===== src/rtl/tour_cmd_sched.sv =====
// Command scheduler between the UART command path and the command processor:
// passes remote commands through and replays a solved knight's tour as move legs.
// Optional abort of a running tour is enabled with `define TOUR_ABORT_EN.
module tour_cmd_sched #(
    parameter int         NUM_MOVES = 24,
    parameter logic [3:0] OP_TOUR   = 4'h4
) (
    input  logic        clk,
    input  logic        rst,
    input  logic [15:0] cmd,
    input  logic        cmd_rdy,
    output logic        start_tour,
    input  logic        tour_done,
    output logic [4:0]  mv_indx,
    input  logic [7:0]  move,
    output logic [15:0] cmd_out,
    output logic        cmd_vld,
    input  logic        cmd_done,
    output logic [7:0]  resp,
    output logic        send_resp,
    output logic        tour_active
);

    localparam int         CNT_W    = $clog2(NUM_MOVES);
    localparam logic [4:0] LAST_IDX = 5'(NUM_MOVES - 1);
    localparam logic [7:0] HDG_N    = 8'h00;
    localparam logic [7:0] HDG_W    = 8'h3F;
    localparam logic [7:0] HDG_S    = 8'h7F;
    localparam logic [7:0] HDG_E    = 8'hBF;
    localparam logic [3:0] OP_MOVE  = 4'h2;
    localparam logic [3:0] OP_FANF  = 4'h3;
    localparam logic [7:0] RESP_ACK = 8'h5A;
    localparam logic [7:0] RESP_FIN = 8'hA5;

    typedef enum logic [2:0] {
        IDLE    = 3'd0,
        PASS    = 3'd1,
        WAIT_TL = 3'd2,
        VERT    = 3'd3,
        WAIT_V  = 3'd4,
        HORZ    = 3'd5,
        WAIT_H  = 3'd6
    } state_t;

    state_t      state_r, state_s;
    logic [15:0] cmd_out_r, cmd_out_s;
    logic        cmd_vld_r, cmd_vld_s;
    logic        start_r, start_s;
    logic [4:0]  mv_indx_r, mv_indx_s;
    logic [7:0]  resp_r, resp_s;
    logic        send_r, send_s;
    logic        active_r, active_s;
    logic        abort_s;
    logic        last_s;

    // Non-one-hot moves fall into the default arm and decode as bit0.
    function automatic logic [15:0] vert_leg(input logic [7:0] m);
        case (m)
            8'h02:   vert_leg = {OP_MOVE, HDG_N, 4'd2};
            8'h04:   vert_leg = {OP_MOVE, HDG_S, 4'd1};
            8'h08:   vert_leg = {OP_MOVE, HDG_N, 4'd1};
            8'h10:   vert_leg = {OP_MOVE, HDG_S, 4'd2};
            8'h20:   vert_leg = {OP_MOVE, HDG_S, 4'd2};
            8'h40:   vert_leg = {OP_MOVE, HDG_N, 4'd1};
            8'h80:   vert_leg = {OP_MOVE, HDG_S, 4'd1};
            default: vert_leg = {OP_MOVE, HDG_N, 4'd2};
        endcase
    endfunction

    function automatic logic [15:0] horz_leg(input logic [7:0] m);
        case (m)
            8'h02:   horz_leg = {OP_FANF, HDG_W, 4'd1};
            8'h04:   horz_leg = {OP_FANF, HDG_W, 4'd2};
            8'h08:   horz_leg = {OP_FANF, HDG_W, 4'd2};
            8'h10:   horz_leg = {OP_FANF, HDG_W, 4'd1};
            8'h20:   horz_leg = {OP_FANF, HDG_E, 4'd1};
            8'h40:   horz_leg = {OP_FANF, HDG_E, 4'd2};
            8'h80:   horz_leg = {OP_FANF, HDG_E, 4'd2};
            default: horz_leg = {OP_FANF, HDG_E, 4'd1};
        endcase
    endfunction

    assign last_s = (mv_indx_r[CNT_W-1:0] == LAST_IDX[CNT_W-1:0]);

`ifdef TOUR_ABORT_EN
    logic abort_r;

    // Abort request latched while a leg is in flight; dropped whenever the FSM returns to IDLE.
    always_ff @(posedge clk) begin
        if (rst) begin
            abort_r <= 1'b0;
        end else if (state_s == IDLE) begin
            abort_r <= 1'b0;
        end else if ((state_r == WAIT_V || state_r == WAIT_H) && cmd_rdy && (cmd[15:12] == 4'hF)) begin
            abort_r <= 1'b1;
        end else begin
            abort_r <= abort_r;
        end
    end

    assign abort_s = abort_r;
`else
    assign abort_s = 1'b0;
`endif

    // State register.
    always_ff @(posedge clk) begin
        if (rst) begin
            state_r <= IDLE;
        end else begin
            state_r <= state_s;
        end
    end

    // Next-state logic.
    always_comb begin
        state_s = state_r;
        case (state_r)
            IDLE:    if (cmd_rdy) state_s = (cmd[15:12] == OP_TOUR) ? WAIT_TL : PASS;
                     else         state_s = IDLE;
            PASS:    if (cmd_done) state_s = IDLE;  else state_s = PASS;
            WAIT_TL: if (tour_done) state_s = VERT; else state_s = WAIT_TL;
            VERT:    state_s = WAIT_V;
            WAIT_V:  if (cmd_done) state_s = abort_s ? IDLE : HORZ;
                     else          state_s = WAIT_V;
            HORZ:    state_s = WAIT_H;
            WAIT_H:  if (cmd_done) state_s = (last_s || abort_s) ? IDLE : VERT;
                     else          state_s = WAIT_H;
            default: state_s = IDLE;
        endcase
    end

    // Next values of the registered outputs.
    always_comb begin
        cmd_out_s = cmd_out_r;
        cmd_vld_s = 1'b0;
        start_s   = 1'b0;
        mv_indx_s = mv_indx_r;
        resp_s    = resp_r;
        send_s    = 1'b0;
        active_s  = active_r;
        case (state_r)
            IDLE: begin
                if (cmd_rdy && (cmd[15:12] == OP_TOUR)) begin
                    start_s   = 1'b1;
                    active_s  = 1'b1;
                    mv_indx_s = 5'd0;
                end else if (cmd_rdy) begin
                    cmd_out_s = cmd;
                    cmd_vld_s = 1'b1;
                end else begin
                    cmd_vld_s = 1'b0;
                end
            end
            PASS: begin
                if (cmd_done) begin
                    resp_s = RESP_FIN;
                    send_s = 1'b1;
                end else begin
                    send_s = 1'b0;
                end
            end
            VERT: begin
                cmd_out_s = vert_leg(move);
                cmd_vld_s = 1'b1;
            end
            WAIT_V: begin
                if (cmd_done && abort_s) begin
                    resp_s   = RESP_FIN;
                    send_s   = 1'b1;
                    active_s = 1'b0;
                end else if (cmd_done) begin
                    resp_s = RESP_ACK;
                    send_s = 1'b1;
                end else begin
                    send_s = 1'b0;
                end
            end
            HORZ: begin
                cmd_out_s = horz_leg(move);
                cmd_vld_s = 1'b1;
            end
            WAIT_H: begin
                if (cmd_done && (last_s || abort_s)) begin
                    resp_s   = RESP_FIN;
                    send_s   = 1'b1;
                    active_s = 1'b0;
                end else if (cmd_done) begin
                    resp_s    = RESP_ACK;
                    send_s    = 1'b1;
                    mv_indx_s = mv_indx_r + 5'd1;
                end else begin
                    send_s = 1'b0;
                end
            end
            default: begin
                cmd_vld_s = 1'b0;
            end
        endcase
    end

    // Output registers.
    always_ff @(posedge clk) begin
        if (rst) begin
            cmd_out_r <= 16'h0000;
            cmd_vld_r <= 1'b0;
            start_r   <= 1'b0;
            mv_indx_r <= 5'd0;
            resp_r    <= 8'h00;
            send_r    <= 1'b0;
            active_r  <= 1'b0;
        end else begin
            cmd_out_r <= cmd_out_s;
            cmd_vld_r <= cmd_vld_s;
            start_r   <= start_s;
            mv_indx_r <= mv_indx_s;
            resp_r    <= resp_s;
            send_r    <= send_s;
            active_r  <= active_s;
        end
    end

    assign cmd_out     = cmd_out_r;
    assign cmd_vld     = cmd_vld_r;
    assign start_tour  = start_r;
    assign mv_indx     = mv_indx_r;
    assign resp        = resp_r;
    assign send_resp   = send_r;
    assign tour_active = active_r;

endmodule


===== config.mk =====
export PLATFORM = sky130hd
export DESIGN_NAME = tour_cmd_sched
export DESIGN_NICKNAME = d
export VERILOG_FILES = /design/src/rtl/tour_cmd_sched.sv
export SDC_FILE = /design/constraint.sdc
export NUM_CORES = 1
export LEC_CHECK = 0
export ABC_AREA = 1
export BUFFER_PORTS_ARGS = -buffer_cell sky130_fd_sc_hd__buf_4
export CAP_MARGIN = 20
export CORE_MARGIN = 1
export CORE_UTILIZATION = 35
export DETAILED_ROUTE_END_ITERATION = 10
export PLACE_DENSITY_LB_ADDON = 0.08
export SETUP_SLACK_MARGIN = 0.4
export SLEW_MARGIN = 5
export SYNTH_ARGS = -nofsm -noshare
export SYNTH_HDL_FRONTEND = slang
export SYNTH_SLANG_ARGS = --single-unit

===== constraint.sdc =====
create_clock -name clk -period 1.55 [get_ports clk]
set_input_delay 0.2325 -clock clk [delete_from_list [all_inputs] [get_ports clk]]
set_output_delay 0.2325 -clock clk [all_outputs]
set_load 0.02 [all_outputs]

# Word level (Yosys, flattened, before mapping)
# Index checks and enable logic that the tools add are counted.
dict set report totals {
  output_inout_bits 33
  ff_bits 36
  word_cells 82
}
dict set report classes {
  n_reduce_logical 19
  n_eq_ne 22
  n_addsub 1
  n_bitwise 1
  muxes 31
}
# op n
set op_table {}
lappend op_table {{one-hot mux 16 bit (3 select lines)} 1}
lappend op_table {{one-hot mux 12 bit (3 select lines)} 1}
lappend op_table {{one-hot mux 11 bit (3 select lines)} 1}
lappend op_table {{two-way mux 16 bit} 2}
lappend op_table {{two-way mux 8 bit} 3}
lappend op_table {{one-hot mux 8 bit (3 select lines)} 1}
lappend op_table {{one-hot mux 3 bit (7 select lines)} 1}
lappend op_table {{OR reduction 2 bit} 9}
lappend op_table {{two-way mux 5 bit} 3}
lappend op_table {{inequality test 2 bit, second input constant} 7}
lappend op_table {{two-way mux 1 bit} 10}
lappend op_table {{one-hot mux 5 bit (2 select lines)} 1}
lappend op_table {{== test 3 bit, second input constant} 3}
lappend op_table {{== test 8 x 2 -> 1 bit, second input constant} 1}
lappend op_table {{== test 8 x 3 -> 1 bit, second input constant} 1}
lappend op_table {{== test 8 x 4 -> 1 bit, second input constant} 1}
lappend op_table {{== test 8 x 5 -> 1 bit, second input constant} 1}
lappend op_table {{== test 8 x 6 -> 1 bit, second input constant} 1}
lappend op_table {{== test 8 x 7 -> 1 bit, second input constant} 1}
lappend op_table {{== test 8 bit, second input constant} 1}
lappend op_table {{== test 3 x 2 -> 1 bit, second input constant} 2}
lappend op_table {{two-way mux 2 bit} 3}
lappend op_table {{one-hot mux 1 bit (2 select lines)} 3}
lappend op_table {{AND reduction 3 bit} 2}
lappend op_table {{other kinds (12)} 14}

# Longest topological paths before layout
dict set report depth {
  ltp_word 4
  depth_mapped 12
  mapped_depth_nobuf 11
}

# Worst setup path before layout
# Ideal clock, no wire load.
dict set report synth_path {
  kind {register to register}
  start {reg mv_indx_r[0] (netlist: mv_indx[0])}
  end {reg resp_r[1] (netlist: resp[1])}
  slack_ns -0.009
  n_path_buf 0
  setup_ns 0.115
  required_ns 1.435
  arrival_ns 1.443
  stages_incl_launch_ff 9
  period_less_slack_ns 1.559
  path_cell_list {dfxtp_1 > ha_1 > nand2_1 > inv_1 > nand3_1 > o21bai_1 > nand4_1 > nand2_1 > nor2_1}
}
dict set report synth_between {
  elab_chain_cells 4
}
# element line
set synth_lines {}
lappend synth_lines {{from (decl)} 49} ;# logic [4:0] mv_indx_r, mv_indx_s;
lappend synth_lines {{from (signal assigned)} 216} ;# mv_indx_r <= mv_indx_s;
lappend synth_lines {{== test 5 bit} 83} ;# assign last_s = (mv_indx_r[CNT_W-1:0] == LAST_IDX[CNT_W-1:0]);
lappend synth_lines {{logical AND 1 bit} 184} ;# if (cmd_done && (last_s || abort_s)) begin
lappend synth_lines {{two-way mux 8 bit} 184}
lappend synth_lines {{one-hot mux 8 bit (3 select lines)} 142} ;# case (state_r)
lappend synth_lines {{to (signal assigned)} 217} ;# resp_r <= resp_s;
lappend synth_lines {{to (decl)} 50} ;# logic [7:0] resp_r, resp_s;
# No other way between the ends.
# A chain may end at the register's enable or synchronous reset.

# Worst setup path in the final report
dict set report layout_path {
  start {reg mv_indx_r[0] (netlist: mv_indx[0])}
  end {reg resp_r[2] (netlist: resp[2])}
}
# The elaborated chain is that of the path after synthesis.

==> reports/metrics.sh <==
SEQPWRFRAC_PCT=45.0
TIMING.FINAL.SETUP_VIOLATIONS=0
WORST_SETUP_PATH_CLASS='reg -> reg'
MAXSLEWHEADROOM_PCT=67.7
MAX_CLOCK_FREQ_GHz=0.726
AVGROUTEDWIREPERCELL_UM=12.3
YS.WARNINGS.COUNT=0
POWER.LEAKAGE_nW=1.47
SYN-INSTANCE-COUNT=265
DIE_HEIGHT_UM=72.9
FINCLKSKEW_NS=0.0122
COMB_POWER_SHARE_PCT=24.0
CORE_AREA_MM2=0.00479
POWER.SWITCHING_FRACTION_PCT=30.4
CLKTRANSATPATHREGS_NS=0.08
OUTCOME='complete, no violations'
ANTENNA_CELLS_INSERTED=0
TRITONCTS='done'
P_SWITCHING_mW=0.691
GRT_FIRST_PASS_WIRELENGTH_MM=7.89
FINAL_LAYOUT_SIZE_SUFFIX_GT1_SHARE_PCT=45.1
VIASPERCELL=4.73
WORST-R2R-SETUP-SLACK_NS=0.17
FIN_CRIT_NS=1.38
CLK-INSERTION-DELAY-LATE_NS=0.30
OVERFLOW=0
CLOCK-ROOT-BUFFER='sky130_fd_sc_hd__clkbuf_8'
NETS=393
P_INT_mW=1.58
FRACTION_OF_THE_CORE_AREA_COVERED_BY_CELLS_AT_THE_END_OF_THE_FLOW_PCT=62.1
FLOP_AND_LATCH_COUNT_OUT_OF_SYNTHESIS=36
YS_TOP_CELLS_BY_COUNT='sky130_fd_sc_hd__nand2_1, sky130_fd_sc_hd__dfxtp_1, sky130_fd_sc_hd__inv_1, sky130_fd_sc_hd__nor2_1, sky130_fd_sc_hd__a21oi_1'
YOSYS_MOST_USED_DFF='sky130_fd_sc_hd__dfxtp_1'
VIAS=2037
GRT_PASS1_VIAS=1773
SYNTH_FP_NETS=295
SHARE_CLK_OF_TOTAL_POWER_PCT=31.0
GRTUSAGETOTAL_PCT=19.4
CRITPATHCAPTURETYPE='flip-flop'
DRC_ERRORS=0
DR.PASS1.ITERS=4
PORT-BUFFER-COUNT=61
FINAL-MAX-SLEW-VIOLATION-COUNT=0
FF_LATCH_AREA_UM2=743
DIE_W_UM=72.9
CTS_INSERTED_BUFFERS=5
WORST_SLEW_PIN_SLEW_NS=0.485
HPWLAFTERDP_MM=3.31
CTS-HOLD-FIX-BUFFERS=0
CLOCK-SINKS=36
POST_SYNTH_INSTANCE_AREA_MM2=0.00176
DR.FIRST_ITER.DRC_COUNT=105
POST_SYNTH_MAIN_AREA_CONTRIBUTORS='sky130_fd_sc_hd__dfxtp_1, sky130_fd_sc_hd__nand2_1, sky130_fd_sc_hd__inv_1'
WORST_HOLD_PATH_TYPE='in -> reg'
DETAIL_ROUTE_ANTENNA_NETS=0
TOTAL_POWER_mW=2.28
LAYOUT_WORST_PATH_CYCLE_SHARE_PCT=88.9
CRITICAL_PATH_PEAK_FANOUT=4
SYNTH_SEQUENTIAL_AREA_RATIO_PCT=40.9
FINAL.FILL_COUNT=443
ROWS=25
CLOCK_PATH_BUFFERS=2
SYNTH_TOP_AREA_SHARE_PCT=40.9
CRITICAL_PATH.STARTPOINT_TYPE='flip-flop'
PLACE.GP.CONGESTION=0.839
GRT_SETUP_UNREPAIRED='true'
SYNTH_ENABLE_FLOP_CELLS=0
AREA.GROWTH.SYNTH_TO_FINAL_PCT=68.9
POSTSYNTH.ASYNCRESETSHARE_PCT=0
SYNTH_CELL_TYPE_COUNT=24
MAX-CAP-VIOLATIONS=0
POWERDENSITY_mW_PER_MM2=765
FINAL-HOLD-VIOLATION-COUNT=0
YOSYS.CELL_COUNT.TOP_TYPE='sky130_fd_sc_hd__nand2_1'
TOTALNEGATIVESETUPSLACK_NS=0
IOPINCOUNT=62
EFFECTIVE_UTILIZATION_AT_FLOORPLAN_PCT=36.8
FINALINSTANCEAREA_MM2=0.00297
AREA_USED_BY_MULTI_INPUT_COMBINATIONAL_LOGIC_MM2=0.00110
TOTALWIRELENGTH_MM=5.31
IRDROPWORSTVDD_mV=0.632
NUMBER_OF_ANTENNA_VIOLATIONS_AT_THE_FIRST_CHECK_IN_GLOBAL_ROUTING=0
POSTPLACECELLAREA_MM2=0.00235
AVGSYNTHCELLAREA_UM2=6.64
LARGEST_NET_DEGREE_AT_THE_START_OF_GLOBAL_ROUTING=22
DESIGN.DIE.AREA_MM2=0.00532
LEVEL_COUNT_OF_THE_CLOCK_H_TREE=2
WORST-ENDPOINT-REQUIRED_NS=1.78
SYNTH_TOP_AREA_CELL='sky130_fd_sc_hd__dfxtp_1'
WORST_EP_ARRIVAL_TIME_NS=1.60
## placed cells by master, fill, tap and decap left out, types with 9 or more instances in the layout
master	synthesis	final
sky130_fd_sc_hd__o21ai_1	8	13
sky130_fd_sc_hd__inv_1	36	34
sky130_fd_sc_hd__buf_6	1	9
sky130_fd_sc_hd__nand2_1	65	54
sky130_fd_sc_hd__dfxtp_1	36	28
sky130_fd_sc_hd__nand3_1	22	16
sky130_fd_sc_hd__nor2_1	26	23
sky130_fd_sc_hd__a21oi_1	23	17
sky130_fd_sc_hd__buf_4	0	85
## worst max-delay path: stages (launching register included)
cell	delay, ns
sky130_fd_sc_hd__dfxtp_4	0.37
sky130_fd_sc_hd__ha_4	0.13
sky130_fd_sc_hd__nand2_2	0.05
sky130_fd_sc_hd__inv_2	0.07
sky130_fd_sc_hd__nand3_4	0.08
sky130_fd_sc_hd__o21bai_1	0.14
sky130_fd_sc_hd__nand4_1	0.18
sky130_fd_sc_hd__buf_6	0.19
sky130_fd_sc_hd__a21oi_2	0.10
## stage by stage
step	hold WS [ns]	instances	setup WS (ns)
after floorplan	0.380	265	0.209
after global placement	0.452	391	0.0534
after detailed placement	0.456	391	0.0420
after CTS	0.197	419	0.203
after global routing	0.207	431	0.115
final	0.198	431	0.172
## metal layers
metal / wire length (µm) / GRT usage, % / vias up
li1: - / - / 1042
met1: 2290 / 24.0 / 912
met2: 2580 / 31.8 / 71
met3: 345 / 5.94 / 12
met4: 91 / 7.41 / 0
met5: 0 / 0 / -
## power groups by stage
stage          combinational, mW  clock, mW  sequential (mW)
2_1_floorplan              0.185          0             1.11
3_3_place_gp               0.440          0             1.04
3_5_place_dp               0.442          0             1.04
4_1_cts                    0.492      0.718             1.02
5_1_grt                    0.593      0.756             1.03
6_report                   0.547      0.705             1.02
## cell families (layout without fill, tap and decap cells)
kind of cell / after synthesis / count (layout) / synth area share, %
buf+inv: 48 / 146 / 10.7
compound gates: 44 / 44 / 12.7
flops: 36 / 36 / 40.9
simple gates: 134 / 135 / 33.9
fa+ha+maj: 1 / 1 / 0.711
xor+xnor: 2 / 2 / 0.995
## sequential cells by signal, summed over array words and instances (netlist names)
name         flops
send_resp        1
start_tour       1
cmd_vld          1
cmd_out         16
state_r          3
resp             8
mv_indx          5
tour_active      1
## cell type report
class	instances	area share (%)
inverters	43	6.44
repair buffers	95	25.5
multi-input cells	182	37.1
clock buffers	6	2.78
clock inverters	2	0.337
well taps	67	2.82
flip-flops and latches	36	25.0
## path summary, 6_finish.rpt
check                                              from                 endpoint  cells past startpoint
worst min register to register  cmd_out[2]$_SDFFE_PP0P_  cmd_out[2]$_SDFFE_PP0P_                      2
worst max-delay path            mv_indx[0]$_SDFFE_PP0P_     resp[2]$_SDFFE_PP0P_                      8
worst max register to register  mv_indx[0]$_SDFFE_PP0P_     resp[2]$_SDFFE_PP0P_                      8
worst min-delay path                             cmd[2]  cmd_out[2]$_SDFFE_PP0P_                      3
## what timing repair did
item / 4_1_cts / 5_1_grt
pin swaps: 15 / 17
hold endpoints to repair: 0 / 0
setup buffers: 20 / 11
endpoints found under the setup margin: 35 / 40
gates resized for setup: 40 / 37
cloned: 0 / 1
No activity file was read; power rests on OpenSTA's default activity.
